## src/rtl/seg7_pkg.sv

```systemverilog
// Shared constants for the binary-to-7-segment encoder: segment codes, FSM states, BCD sizing.
// Supplies a default for `WORD_SIZE_p when the build does not define it.
`ifndef WORD_SIZE_p
`define WORD_SIZE_p 8
`endif

package seg7_pkg;

    localparam logic [7:0] SEG_0     = 8'hC0;
    localparam logic [7:0] SEG_1     = 8'hF9;
    localparam logic [7:0] SEG_2     = 8'hA4;
    localparam logic [7:0] SEG_3     = 8'hB0;
    localparam logic [7:0] SEG_4     = 8'h99;
    localparam logic [7:0] SEG_5     = 8'h92;
    localparam logic [7:0] SEG_6     = 8'h82;
    localparam logic [7:0] SEG_7     = 8'hF8;
    localparam logic [7:0] SEG_8     = 8'h80;
    localparam logic [7:0] SEG_9     = 8'h90;
    localparam logic [7:0] SEG_MINUS = 8'hBF;
    localparam logic [7:0] SEG_OFF   = 8'hFF;

    typedef enum logic [1:0] {
        ST_IDLE = 2'd0,
        ST_CONV = 2'd1,
        ST_DONE = 2'd2
    } state_t;

    // log10(2) ~= 77/256, so this is enough decimal digits for any WIDTH-bit magnitude
    function automatic int bcd_digits(input int width);
        return (width * 77) / 256 + 1;
    endfunction

endpackage

```

## src/rtl/seg7_digit_lut.sv

```systemverilog
// One BCD digit to active-low 7-segment pattern; codes above 9 blank the digit.
module seg7_digit_lut
    import seg7_pkg::*;
(
    input  logic [3:0] bcd,
    output logic [7:0] seg
);

    // Decode one BCD nibble
    always_comb begin
        case (bcd)
            4'd0:    seg = SEG_0;
            4'd1:    seg = SEG_1;
            4'd2:    seg = SEG_2;
            4'd3:    seg = SEG_3;
            4'd4:    seg = SEG_4;
            4'd5:    seg = SEG_5;
            4'd6:    seg = SEG_6;
            4'd7:    seg = SEG_7;
            4'd8:    seg = SEG_8;
            4'd9:    seg = SEG_9;
            default: seg = SEG_OFF;
        endcase
    end

endmodule

```

## src/rtl/seg7_encoder.sv

```systemverilog
// Serial double-dabble binary-to-BCD converter driving DIGITS 7-segment positions.
// Define SEG7_SIGNED_EN to treat in_data as two's complement and show a leading minus.
module seg7_encoder
    import seg7_pkg::*;
#(
    parameter int WIDTH  = `WORD_SIZE_p,
    parameter int DIGITS = 3
) (
    input  logic                  clk,
    input  logic                  rst_n,
    input  logic                  in_valid,
    output logic                  in_ready,
    input  logic [WIDTH-1:0]      in_data,
    output logic                  out_valid,
    output logic [8*DIGITS-1:0]   out_seg,
    output logic                  out_ovf
);

    localparam int BCD_DIGITS = bcd_digits(WIDTH);
    localparam int BCD_W      = 4 * BCD_DIGITS;
    localparam int CNT_W      = $clog2(WIDTH + 1);

    state_t               state_r;
    state_t               state_s;
    logic [CNT_W-1:0]     cnt_r;
    logic [WIDTH-1:0]     mag_r;
    logic [BCD_W-1:0]     bcd_r;
    logic [BCD_W-1:0]     adj_s;
    logic [BCD_W-1:0]     bcd_step_s;
    logic [8*DIGITS-1:0]  lut_s;
    logic [8*DIGITS-1:0]  seg_s;
    logic                 accept_s;
    logic                 last_step_s;
    logic                 neg_s;
    logic                 big_s;
    logic                 ovf_s;
    int                   msd_s;

    assign accept_s    = in_valid & in_ready;
    assign last_step_s = (cnt_r == CNT_W'(1));

`ifdef SEG7_SIGNED_EN
    logic neg_r;

    // Sign of the word under conversion, captured at accept
    always_ff @(posedge clk or negedge rst_n) begin
        if (!rst_n) begin
            neg_r <= 1'b0;
        end else if (state_r == ST_IDLE && accept_s) begin
            neg_r <= in_data[WIDTH-1];
        end
    end

    assign neg_s = neg_r;
`else
    assign neg_s = 1'b0;
`endif

    // State register
    always_ff @(posedge clk or negedge rst_n) begin
        if (!rst_n) begin
            state_r <= ST_IDLE;
        end else begin
            state_r <= state_s;
        end
    end

    // Next-state logic
    always_comb begin
        state_s = state_r;
        case (state_r)
            ST_IDLE: begin
                if (accept_s) state_s = ST_CONV;
                else          state_s = ST_IDLE;
            end
            ST_CONV: begin
                if (last_step_s) state_s = ST_DONE;
                else             state_s = ST_CONV;
            end
            ST_DONE: state_s = ST_IDLE;
            default: state_s = ST_IDLE;
        endcase
    end

    // FSM outputs
    always_comb begin
        in_ready = (state_r == ST_IDLE);
    end

    // One double-dabble step: add-3 correction, then shift in the next magnitude bit
    always_comb begin
        adj_s = bcd_r;
        for (int i = 0; i < BCD_DIGITS; i++) begin
            if (bcd_r[4*i +: 4] >= 4'd5) adj_s[4*i +: 4] = bcd_r[4*i +: 4] + 4'd3;
            else                         adj_s[4*i +: 4] = bcd_r[4*i +: 4];
        end
        bcd_step_s = {adj_s[BCD_W-2:0], mag_r[WIDTH-1]};
    end

    // Conversion datapath: magnitude shifter, BCD accumulator, step counter
    always_ff @(posedge clk or negedge rst_n) begin
        if (!rst_n) begin
            mag_r <= '0;
            bcd_r <= '0;
            cnt_r <= '0;
        end else begin
            case (state_r)
                ST_IDLE: begin
                    if (accept_s) begin
`ifdef SEG7_SIGNED_EN
                        // -2^(WIDTH-1) negates to itself, which is the right unsigned magnitude
                        mag_r <= in_data[WIDTH-1] ? (~in_data + {{(WIDTH-1){1'b0}}, 1'b1}) : in_data;
`else
                        mag_r <= in_data;
`endif
                        bcd_r <= '0;
                        cnt_r <= CNT_W'(WIDTH);
                    end
                end
                ST_CONV: begin
                    bcd_r <= bcd_step_s;
                    mag_r <= {mag_r[WIDTH-2:0], 1'b0};
                    cnt_r <= cnt_r - CNT_W'(1);
                end
                default: begin
                    cnt_r <= cnt_r;
                end
            endcase
        end
    end

    genvar k;
    generate
        for (k = 0; k < DIGITS; k++) begin : g_lut
            if (k < BCD_DIGITS) begin : g_bcd
                seg7_digit_lut u_lut (.bcd(bcd_step_s[4*k +: 4]), .seg(lut_s[8*k +: 8]));
            end else begin : g_pad
                seg7_digit_lut u_lut (.bcd(4'd0), .seg(lut_s[8*k +: 8]));
            end
        end
    endgenerate

    // Display composition from the final BCD value: blanking, sign and overflow
    always_comb begin
        msd_s = 0;
        big_s = 1'b0;
        for (int i = 0; i < BCD_DIGITS; i++) begin
            if (bcd_step_s[4*i +: 4] != 4'd0) begin
                msd_s = i;
                big_s = big_s | (i >= DIGITS);
            end else begin
                big_s = big_s;
            end
        end
        // a negative value also needs the slot above its top digit for the minus
        ovf_s = big_s | (neg_s & ((msd_s + 1) >= DIGITS));
        seg_s = {DIGITS{SEG_OFF}};
        for (int d = 0; d < DIGITS; d++) begin
            if (ovf_s)                          seg_s[8*d +: 8] = SEG_MINUS;
            else if (d <= msd_s)                seg_s[8*d +: 8] = lut_s[8*d +: 8];
            else if (neg_s && d == msd_s + 1)   seg_s[8*d +: 8] = SEG_MINUS;
            else                                seg_s[8*d +: 8] = SEG_OFF;
        end
    end

    // Result registers, loaded on the step that enters DONE
    always_ff @(posedge clk or negedge rst_n) begin
        if (!rst_n) begin
            out_valid <= 1'b0;
            out_seg   <= {DIGITS{SEG_OFF}};
            out_ovf   <= 1'b0;
        end else if (state_r == ST_CONV && last_step_s) begin
            out_valid <= 1'b1;
            out_seg   <= seg_s;
            out_ovf   <= ovf_s;
        end else begin
            out_valid <= 1'b0;
        end
    end

endmodule
```

## config.mk

```make
export PLATFORM = sky130hd
export DESIGN_NAME = seg7_encoder
export DESIGN_NICKNAME = d
export VERILOG_FILES = /design/src/rtl/seg7_pkg.sv /design/src/rtl/seg7_digit_lut.sv /design/src/rtl/seg7_encoder.sv
export SDC_FILE = /design/constraint.sdc
export NUM_CORES = 1
export LEC_CHECK = 0
export ABC_AREA = 1
export CAP_MARGIN = 5
export CORE_MARGIN = 2
export CORE_UTILIZATION = 58
export CTS_BUF_LIST = sky130_fd_sc_hd__clkbuf_16
export CTS_CLUSTER_SIZE = 10
export DETAILED_ROUTE_END_ITERATION = 8
export DONT_BUFFER_PORTS = 1
export PLACE_DENSITY = 0.84
export SLEW_MARGIN = 5
export SYNTH_ARGS = -nofsm -noshare
export SYNTH_HDL_FRONTEND = slang
export SYNTH_HIERARCHICAL = 1
export SYNTH_SLANG_ARGS = --single-unit
```

## constraint.sdc

```tcl
create_clock -name clk -period 3.9 [get_ports clk]
set_input_delay 1.17 -clock clk [delete_from_list [all_inputs] [get_ports clk]]
set_output_delay 1.17 -clock clk [all_outputs]
set_load 0.01 [all_outputs]
```

==> reports/results.tsv, run 1 <==
metric	value	unit
routedWlPerCell	12.5	um
avgSynthCellArea	7.93	um^2
core_region_area	5110	um^2
port_buffers	0	
synth_edf_count	0	
dp.final_hpwl	3950	um
grt_overflow_total	0	
vias	2361	
fin_crit_sh	59.6	%
synth_area_leader_cell	dfrtp_1	
drtIter0Drc	82	
synth_top_cell_area_share	21.3	%
relSlewSlack	60.0	%
finalSetupViolations	0	
antenna_found_initial	0	
fin_area	3220	um^2
seqCellArea	1280	um^2
ys_seq_area_share	42.0	%
cts-htree-levels	2	
die-area	5860	um^2
post-route-min-period	2320	ps
finalWirelength	5630	um
root_buffer	clkbuf_16	
synth_ff_type	dfrtp_1	
crit_fanout	25	
start_kind	flip-flop	
endpoint_kind	flip-flop	
hold_viol_final	0	
multi_input_comb_area	1500	um^2
cts_setup_buffers	0	
drc	0	
num-nets-final	415	
synthTopCellsByArea	dfrtp_1 21%, dfstp_2 21%, nand2_1 14%, ha_1 9.4%, inv_1 5.7%	
maxSlewViolCount	0	
grt_pass1_vias	2282	
critPathRequiredTime	4130	ps
io_pins	38	
die_h	76.6	um
num_rows	26	
cts_made_buffers	5	
worstSkewPairLatency	290	ps
synth_nets	419	
grt_pass1_wl	9800	um
fin_skew	5.27	ps
cts-hold-fix-buffers	0	
gp_congestion	0.795	
insertedDiodeCount	0	
post-synth-top-count-cell	nand2_1	
cts_resized	0	
ys_ff_latch	50	
start_util	59.8	%
grtUsageTotal	20.5	%
worst-setup-path-type	flip-flop to flip-flop	
die_w	76.6	um
firstDrtPassIters	4	
ys_top_cells_by_count	115 x nand2_1, 46 x inv_1, 26 x dfrtp_1, 24 x dfstp_2, 24 x nand3_1	
final_util	63.0	%
clock.fmax	430	MHz
areaGrowthSynthToFinish	5.37	%
final.setup.tns	0	ps
rsz0062_at_grt	false	
vias_per_cell	5.22	
cap_violations	0	
synthArstFlopShare	100	%
clk_pin_slew	70	ps
synth_cells	385	
cts_tree	done	
worst_slew_pin_slew	594	ps
place_area	3080	um^2
synth.distinct_cells	36	
hp-class	flip-flop to flip-flop	
nFillCells	471	
cp.arrival	2560	ps
ant_nets	0	
grt_max_degree	51	
post_synth_instance_area	3050	um^2
yosysWarnings	6	
status	completed	
cts_sinks	50	
drive_gt1_share	16.5	%
cts.path.max_buffers	2	
==> worst paths after layout <==
kind	cells past startpoint	end	slack [ps]	from
hold / removal	2	out_seg[20]$_DFFE_PN1P_	490	out_seg[20]$_DFFE_PN1P_
setup reg to reg	5	out_seg[18]$_DFFE_PN1P_	1580	out_valid$_DFF_PN0_
max in group asynchronous	0	out_seg[1]$_DFFE_PN1P_	3140	rst_n
setup / recovery	5	out_seg[18]$_DFFE_PN1P_	1580	out_valid$_DFF_PN0_
hold reg to reg	2	out_seg[20]$_DFFE_PN1P_	490	out_seg[20]$_DFFE_PN1P_
min in group asynchronous	0	mag_r[1]$_DFFE_PN0P_	570	rst_n
==> area by class of cell <==
| type | instances | share of cell area [%] |
|---|---|---|
| Sequential cell | 50 | 39.8 |
| Clock inverter | 3 | 0.467 |
| Multi-Input combinational cell | 269 | 46.7 |
| Clock buffer | 5 | 3.89 |
| Tap cell | 70 | 2.72 |
| Inverter | 55 | 6.42 |
==> layer usage <==
metal | vias up | GRT usage [%] | routed length [um]
li1 | 1208 | - | -
met1 | 1093 | 23.5 | 2480
met2 | 52 | 37.0 | 2780
met3 | 8 | 4.86 | 289
met4 | 0 | 7.45 | 84
met5 | - | 0 | 0
==> logic make-up after synthesis <==
group / Yosys count / share of synthesized area, %
flops: 50 / 42.0
xor+xnor: 2 / 0.574
fa+ha+maj: 23 / 9.43
buf+inv: 66 / 8.85
compound gates: 51 / 10.9
simple gates: 189 / 27.8
other cells: 4 / 0.492
==> cell usage in the layout (no fill, tap or decap), types with 7 or more instances in the layout <==
| cell type | synthesis | layout |
|---|---|---|
| a221oi_1 | 7 | 7 |
| dfrtp_1 | 26 | 26 |
| dfstp_2 | 24 | 24 |
| ha_1 | 23 | 23 |
| inv_1 | 46 | 48 |
| inv_2 | 8 | 8 |
| nand2_1 | 115 | 115 |
| nand2_2 | 7 | 7 |
| nand3_1 | 24 | 24 |
| nor2_1 | 22 | 22 |
| nor3_1 | 7 | 7 |
| o21ai_0 | 20 | 20 |
| o22ai_1 | 8 | 8 |
==> state kept, by name (all words and copies together), names as in the netlist <==
register / cells
out_seg: 24
mag_r: 8
cnt_r: 4
state_r: 1
bcd_r: 12
out_valid: 1
==> through the flow <==
| step | hold WS, ps | setup slack, ps | cells |
|---|---|---|---|
| 6_report | 495 | 1580 | 452 |
| 5_1_grt | 504 | 1290 | 452 |
| 4_1_cts | 494 | 1560 | 452 |
| 3_5_place_dp | 485 | 1590 | 444 |
| 3_3_place_gp | 480 | 1660 | 444 |
| 2_1_floorplan | 474 | 1900 | 385 |
==> critical path: stages, from the launching register on <==
cell     delay, ps
dfrtp_1        470
nor2_4         460
nand3_2        540
inv_2          520
o21ai_0        160
nand2_1         90
Power of run 1 is left out: the tool's default activity adds up to more than one toggle a clock period on the data nets, which glitch-free logic cannot reach.
==> inputs of run 2 (changes only) <==
--- a/config.mk
+++ b/config.mk
@@ -13,7 +13,7 @@
 export CTS_CLUSTER_SIZE = 10
 export DETAILED_ROUTE_END_ITERATION = 8
 export DONT_BUFFER_PORTS = 1
-export PLACE_DENSITY = 0.84
+export PLACE_DENSITY = 0.86
 export SLEW_MARGIN = 5
 export SYNTH_ARGS = -nofsm -noshare
 export SYNTH_HDL_FRONTEND = slang
==> constraint.sdc (replaced) <==
create_clock -name clk -period 1.9 [get_ports clk]
set_input_delay 0.57 -clock clk [delete_from_list [all_inputs] [get_ports clk]]
set_output_delay 0.57 -clock clk [all_outputs]
set_load 0.01 [all_outputs]
==> reports/results.tsv, run 2 (synthesis gave the netlist of run 1 again) <==
metric	value	unit	change
areaGrowthSynthToFinish	24.8	%	
critPathSlowestCell	dfrtp_2		
start_util	59.8	%	unchanged
status	completed		
grt_pass1_vias	2394		+4.9%
post-route-min-period	1880	ps	-447 ps
start_kind	flip-flop		
finalSetupViolations	0		unchanged
r2r.worst_path.cells	15		+10
routedWlPerCell	14.8	um	+18%
hp-class	input pin to async pin		
cap_violations	0		unchanged
io_pins	38		unchanged
die-area	5860	um^2	unchanged
pre_cts_ws	-90.6	ps	-1680 ps
insertedDiodeCount	0		unchanged
crit_fanout	4		-84%
clock.fmax	532	MHz	+24%
fin_crit_sh	98.8	%	+39 points
grtUsageTotal	21.8	%	+1.3 points
drtIter0Drc	95		+16%
clk_pin_slew	60	ps	about the same
place_area	3220	um^2	+4.6%
cts_made_buffers	5		unchanged
ant_nets	0		unchanged
largest_reg_flops	24		unchanged
layout_common_cells	97 x nand2_1, 27 x inv_1, 26 x inv_2		
maxSlewViolCount	0		unchanged
cp.arrival	2090	ps	-470 ps
reg_top3	out_seg: 24 flops, bcd_r: 12 flops, mag_r: 8 flops		
reg2reg_to	out_seg[22]$_DFFE_PN1P_		
drc	0		unchanged
die_h	76.6	um	unchanged
grt_max_degree	27		-47%
cts_tree	done		
final_common_cell	nand2_1		
root_buffer	clkbuf_16		
nFillCells	343		-27%
fin_skew	6.69	ps	+1.41 ps
critPathMostFrequentCell	inv_2		
num_rows	26		unchanged
cts-htree-levels	2		unchanged
finalWorstSetupSlack	22.0	ps	-1550 ps
firstDrtPassIters	4		unchanged
finalWirelength	7040	um	+25%
rsz0062_at_grt	true		
grt_overflow_total	0		unchanged
endpoint_kind	flip-flop		
num-nets-final	441		+6.3%
cts.path.max_buffers	2		unchanged
worstSkewPairLatency	290	ps	about the same
drive_gt1_share	40.5	%	+24 points
worst-setup-path-type	flip-flop to flip-flop		
gp_congestion	0.872		+9.7%
crit_start	bcd_r[8]$_DFFE_PN0P_		
regMostFlops	out_seg		
dp.final_hpwl	4160	um	+5.3%
die_w	76.6	um	unchanged
rrSetupSlack	20	ps	-1550 ps
hold_viol_final	0		unchanged
slowest_delay	440	ps	-100 ps
vias_per_cell	5.39		+3.3%
core_region_area	5110	um^2	unchanged
cp-endpoint	out_seg[22]$_DFFE_PN1P_		
cts_sinks	50		unchanged
timing.rr.start	bcd_r[8]$_DFFE_PN0P_		
antenna_found_initial	0		unchanged
critPathRequiredTime	2110	ps	-2020 ps
crit_chain	inv_2 > ha_4 > inv_2 > nand2_4 > nand4_1 > nand2_2 > inv_2 > buf_4 > ha_2 > inv_2 > nand2_2 > nand3_2 > nand2_2 > o21ai_2 > nand2_1		
vias	2573		+9.0%
fin_area	3810	um^2	+18%
port_buffers	0		unchanged
grt_pass1_wl	10300	um	+5.6%
-- run 2: final cells by class --
cell class / instances / area, um^2 / share of cell area (%)
Multi-Input combinational cell: 269 / 1870 / 49.0
Clock inverter: 2 / 7.51 / 0.197
Inverter: 55 / 214 / 5.61
Timing Repair Buffer: 26 / 226 / 5.94
Clock buffer: 5 / 125 / 3.28
Tap cell: 70 / 87.6 / 2.30
Sequential cell: 50 / 1280 / 33.7
-- run 2: critical path, delay by kind of cell (launching register included) --
| kind | cells | cell delay (ps) |
|---|---|---|
| buffers and inverters | 5 | 380 |
| and+or+nand+nor | 7 | 560 |
| DFF | 1 | 440 |
| adders and majority gates | 2 | 310 |
| AOI/OAI and AO/OA | 1 | 110 |
-- run 2: through the flow --
step,util [%],hold slack (ps),setup TNS (ps),cells
3_3_place_gp,63.0,276,0,460
3_5_place_dp,63.0,277,-267,460
2_1_floorplan,-,274,0,385
5_1_grt,74.6,94.4,-1180,477
4_1_cts,67.0,95.0,-3.35,472
6_report,74.6,94.1,0,477
-- run 2: worst min path at each step --
stage,from,end,slack [ps]
finish,rst_n,cnt_r[1]$_DFFE_PN0P_,90
global route,rst_n,cnt_r[1]$_DFFE_PN0P_,90
CTS,rst_n,mag_r[1]$_DFFE_PN0P_,100
detailed placement,rst_n,bcd_r[4]$_DFFE_PN0P_,280
global placement,rst_n,bcd_r[5]$_DFFE_PN0P_,280
floorplan,rst_n,bcd_r[0]$_DFFE_PN0P_,270
-- run 2: per-layer routing --
layer / up-vias / GRT usage [%] / share of wire (%)
met4: 0 / 9.09 / 3.1
met2: 86 / 38.6 / 51
met3: 22 / 4.38 / 5.2
li1: 1263 / - / -
met5: - / 0 / 0
met1: 1202 / 25.6 / 41
-- run 2: repair_timing --
item,4_1_cts,5_1_grt
gates resized for setup,17,90
endpoints found under the setup margin,11,20
hold buffers,1,0
endpoints found under the hold margin,26,0
buffers inserted,4,6
pin swaps,3,35
Power of run 2 is left out for the same reason.
==> inputs of run 3 (changes only) <==
--- a/config.mk
+++ b/config.mk
@@ -7,12 +7,13 @@
 export LEC_CHECK = 0
 export ABC_AREA = 1
 export CAP_MARGIN = 5
-export CORE_MARGIN = 2
+export CORE_MARGIN = 4
 export CORE_UTILIZATION = 58
 export CTS_BUF_LIST = sky130_fd_sc_hd__clkbuf_16
 export CTS_CLUSTER_SIZE = 10
 export DETAILED_ROUTE_END_ITERATION = 8
 export DONT_BUFFER_PORTS = 1
+export GPL_ROUTABILITY_DRIVEN = 1
 export PLACE_DENSITY = 0.86
 export SLEW_MARGIN = 5
 export SYNTH_ARGS = -nofsm -noshare
==> reports/results.tsv, run 3 (synthesis gave the netlist of run 1 again) <==
metric	value	unit	change
maxSlewViolCount	0		unchanged
drive_gt1_share	40.2	%	-0.30 points
cap_violations	0		unchanged
status	finished, violations left		
num_rows	26		unchanged
drc	0		unchanged
cts_tree	done		
grt_overflow_total	0		unchanged
reg_top3	out_seg: 24 flops, bcd_r: 12 flops, mag_r: 8 flops		
critPathSlowestCell	dfrtp_1		
endpoint_kind	flip-flop		
hold_viol_final	0		unchanged
place_area	3220	um^2	+0.23%
io_pins	38		unchanged
cp.arrival	2130	ps	+40 ps
fin_area	3850	um^2	+1.1%
fin_skew	4.68	ps	-2.01 ps
insertedDiodeCount	0		unchanged
crit_chain	buf_6 > ha_2 > nand2_2 > nand3_4 > xor2_4 > inv_2 > ha_4 > nand2_1 > nand2_1 > nand2_1 > nand2_1 > nand2_1		
cts-htree-levels	2		unchanged
die_h	80.6	um	+5.2%
worstSkewPairLatency	290	ps	about the same
regMostFlops	out_seg		
final_common_cell	nand2_1		
ant_nets	0		unchanged
grt_pass1_vias	2455		+2.5%
layout_common_cells	96 x nand2_1, 26 x inv_2, 25 x dfrtp_1		
finalSetupViolations	1		+1
critPathMostFrequentCell	nand2_1		
instances_no_fill	480		+0.63%
dp.final_hpwl	4160	um	+0.13%
cts_sinks	50		unchanged
drtIter0Drc	121		+27%
worst-setup-path-type	flip-flop to flip-flop		
die-area	6490	um^2	+11%
grtUsageTotal	20.2	%	-1.5 points
final.setup.tns	-3.58	ps	-3.58 ps
grt_max_degree	27		unchanged
start_kind	flip-flop		
root_buffer	clkbuf_16		
routedWlPerCell	15.1	um	+2.2%
timing.hold.ws	94.0	ps	-0.0859 ps
grt_pass1_wl	10400	um	+0.79%
finalWorstSetupSlack	-3.58	ps	-25.6 ps
placed_cells	461		+0.22%
areaGrowthSynthToFinish	26.1	%	
finalWirelength	7240	um	+2.9%
hp-class	input pin to async pin		
cts.path.max_buffers	2		unchanged
vias_per_cell	5.46		+1.3%
vias	2622		+1.9%
core_region_area	5110	um^2	unchanged
port_buffers	0		unchanged
rsz0062_at_grt	true		
start_util	59.8	%	unchanged
gp_congestion	0.916		+5.0%
firstDrtPassIters	4		unchanged
critPathRequiredTime	2130	ps	+20 ps
crit_fanout	3		-1
clk_pin_slew	70	ps	about the same
die_w	80.6	um	+5.2%
num-nets-final	443		+0.45%
clock.fmax	525	MHz	-1.3%
antenna_found_initial	0		unchanged
fin_crit_sh	100	%	+1.3 points
cts_made_buffers	5		unchanged
slowest_delay	420	ps	-20 ps
largest_reg_flops	24		unchanged
post-route-min-period	1900	ps	+25.6 ps
violations	setup timing		
==> run 3: cell count changes in the layout (fill, tap and decap cells not counted), sizes merged <==
cell	delta
buf	+2
bufinv	+2
inv	-2
clkinv	+1
==> run 3: what timing repair did <==
| action | in CTS | in global routing |
|---|---|---|
| gates resized for setup | 13 | 91 |
| setup buffers | 4 | 7 |
| hold buffers | 1 | 0 |
| pin swaps | 5 | 42 |
| hold endpoints to repair | 26 | 0 |
| setup endpoints to repair | 8 | 21 |
==> run 3: routing by layer <==
layer / global-route usage [%] / routed length [um] / vias to the layer above
li1: - / - / 1265
met1: 24.0 / 2870 / 1256
met2: 35.8 / 3860 / 84
met3: 4.93 / 369 / 17
met4: 6.08 / 133 / 0
met5: 0 / 0 / -
==> run 3: area by class of cell <==
type,instances,area (um^2)
multi-input cells,269,1830
flip-flops and latches,50,1280
fillers,337,1260
repair buffers,28,245
inverters,55,216
clock buffers,5,125
well taps,70,87.6
clock inverters,3,63.8
==> run 3: through the flow <==
step                setup WS [ps]  utilization, %
finish                      -3.58            75.4
floorplan                    4.17               -
global placement             22.5            63.1
detailed placement          -38.8            63.1
global route                 -105            75.4
CTS                         -3.56            68.0
==> run 3: final timing paths <==
check / from / to / slack (ps) / cells past startpoint
max in group asynchronous: rst_n / bcd_r[4]$_DFFE_PN0P_ / 1640 / 1
min in group clk: in_data[0] / mag_r[0]$_DFFE_PN0P_ / 440 / 2
worst min-delay path: rst_n / bcd_r[7]$_DFFE_PN0P_ / 90 / 1
worst min register to register: out_seg[19]$_DFFE_PN1P_ / out_seg[19]$_DFFE_PN1P_ / 490 / 2
worst max-delay path: bcd_r[0]$_DFFE_PN0P_ / out_seg[4]$_DFFE_PN1P_ / -4 / 12
worst max register to register: bcd_r[0]$_DFFE_PN0P_ / out_seg[4]$_DFFE_PN1P_ / -4 / 12
==> run 3: critical path, delay by kind of cell, from the launching register on <==
family,cells,cell delay [ps]
and+or+nand+nor,7,610
buffers and inverters,2,230
xor gates and xnor gates,1,230
DFF,1,420
adders and majority gates,2,330
Power of run 3 is left out for the same reason.
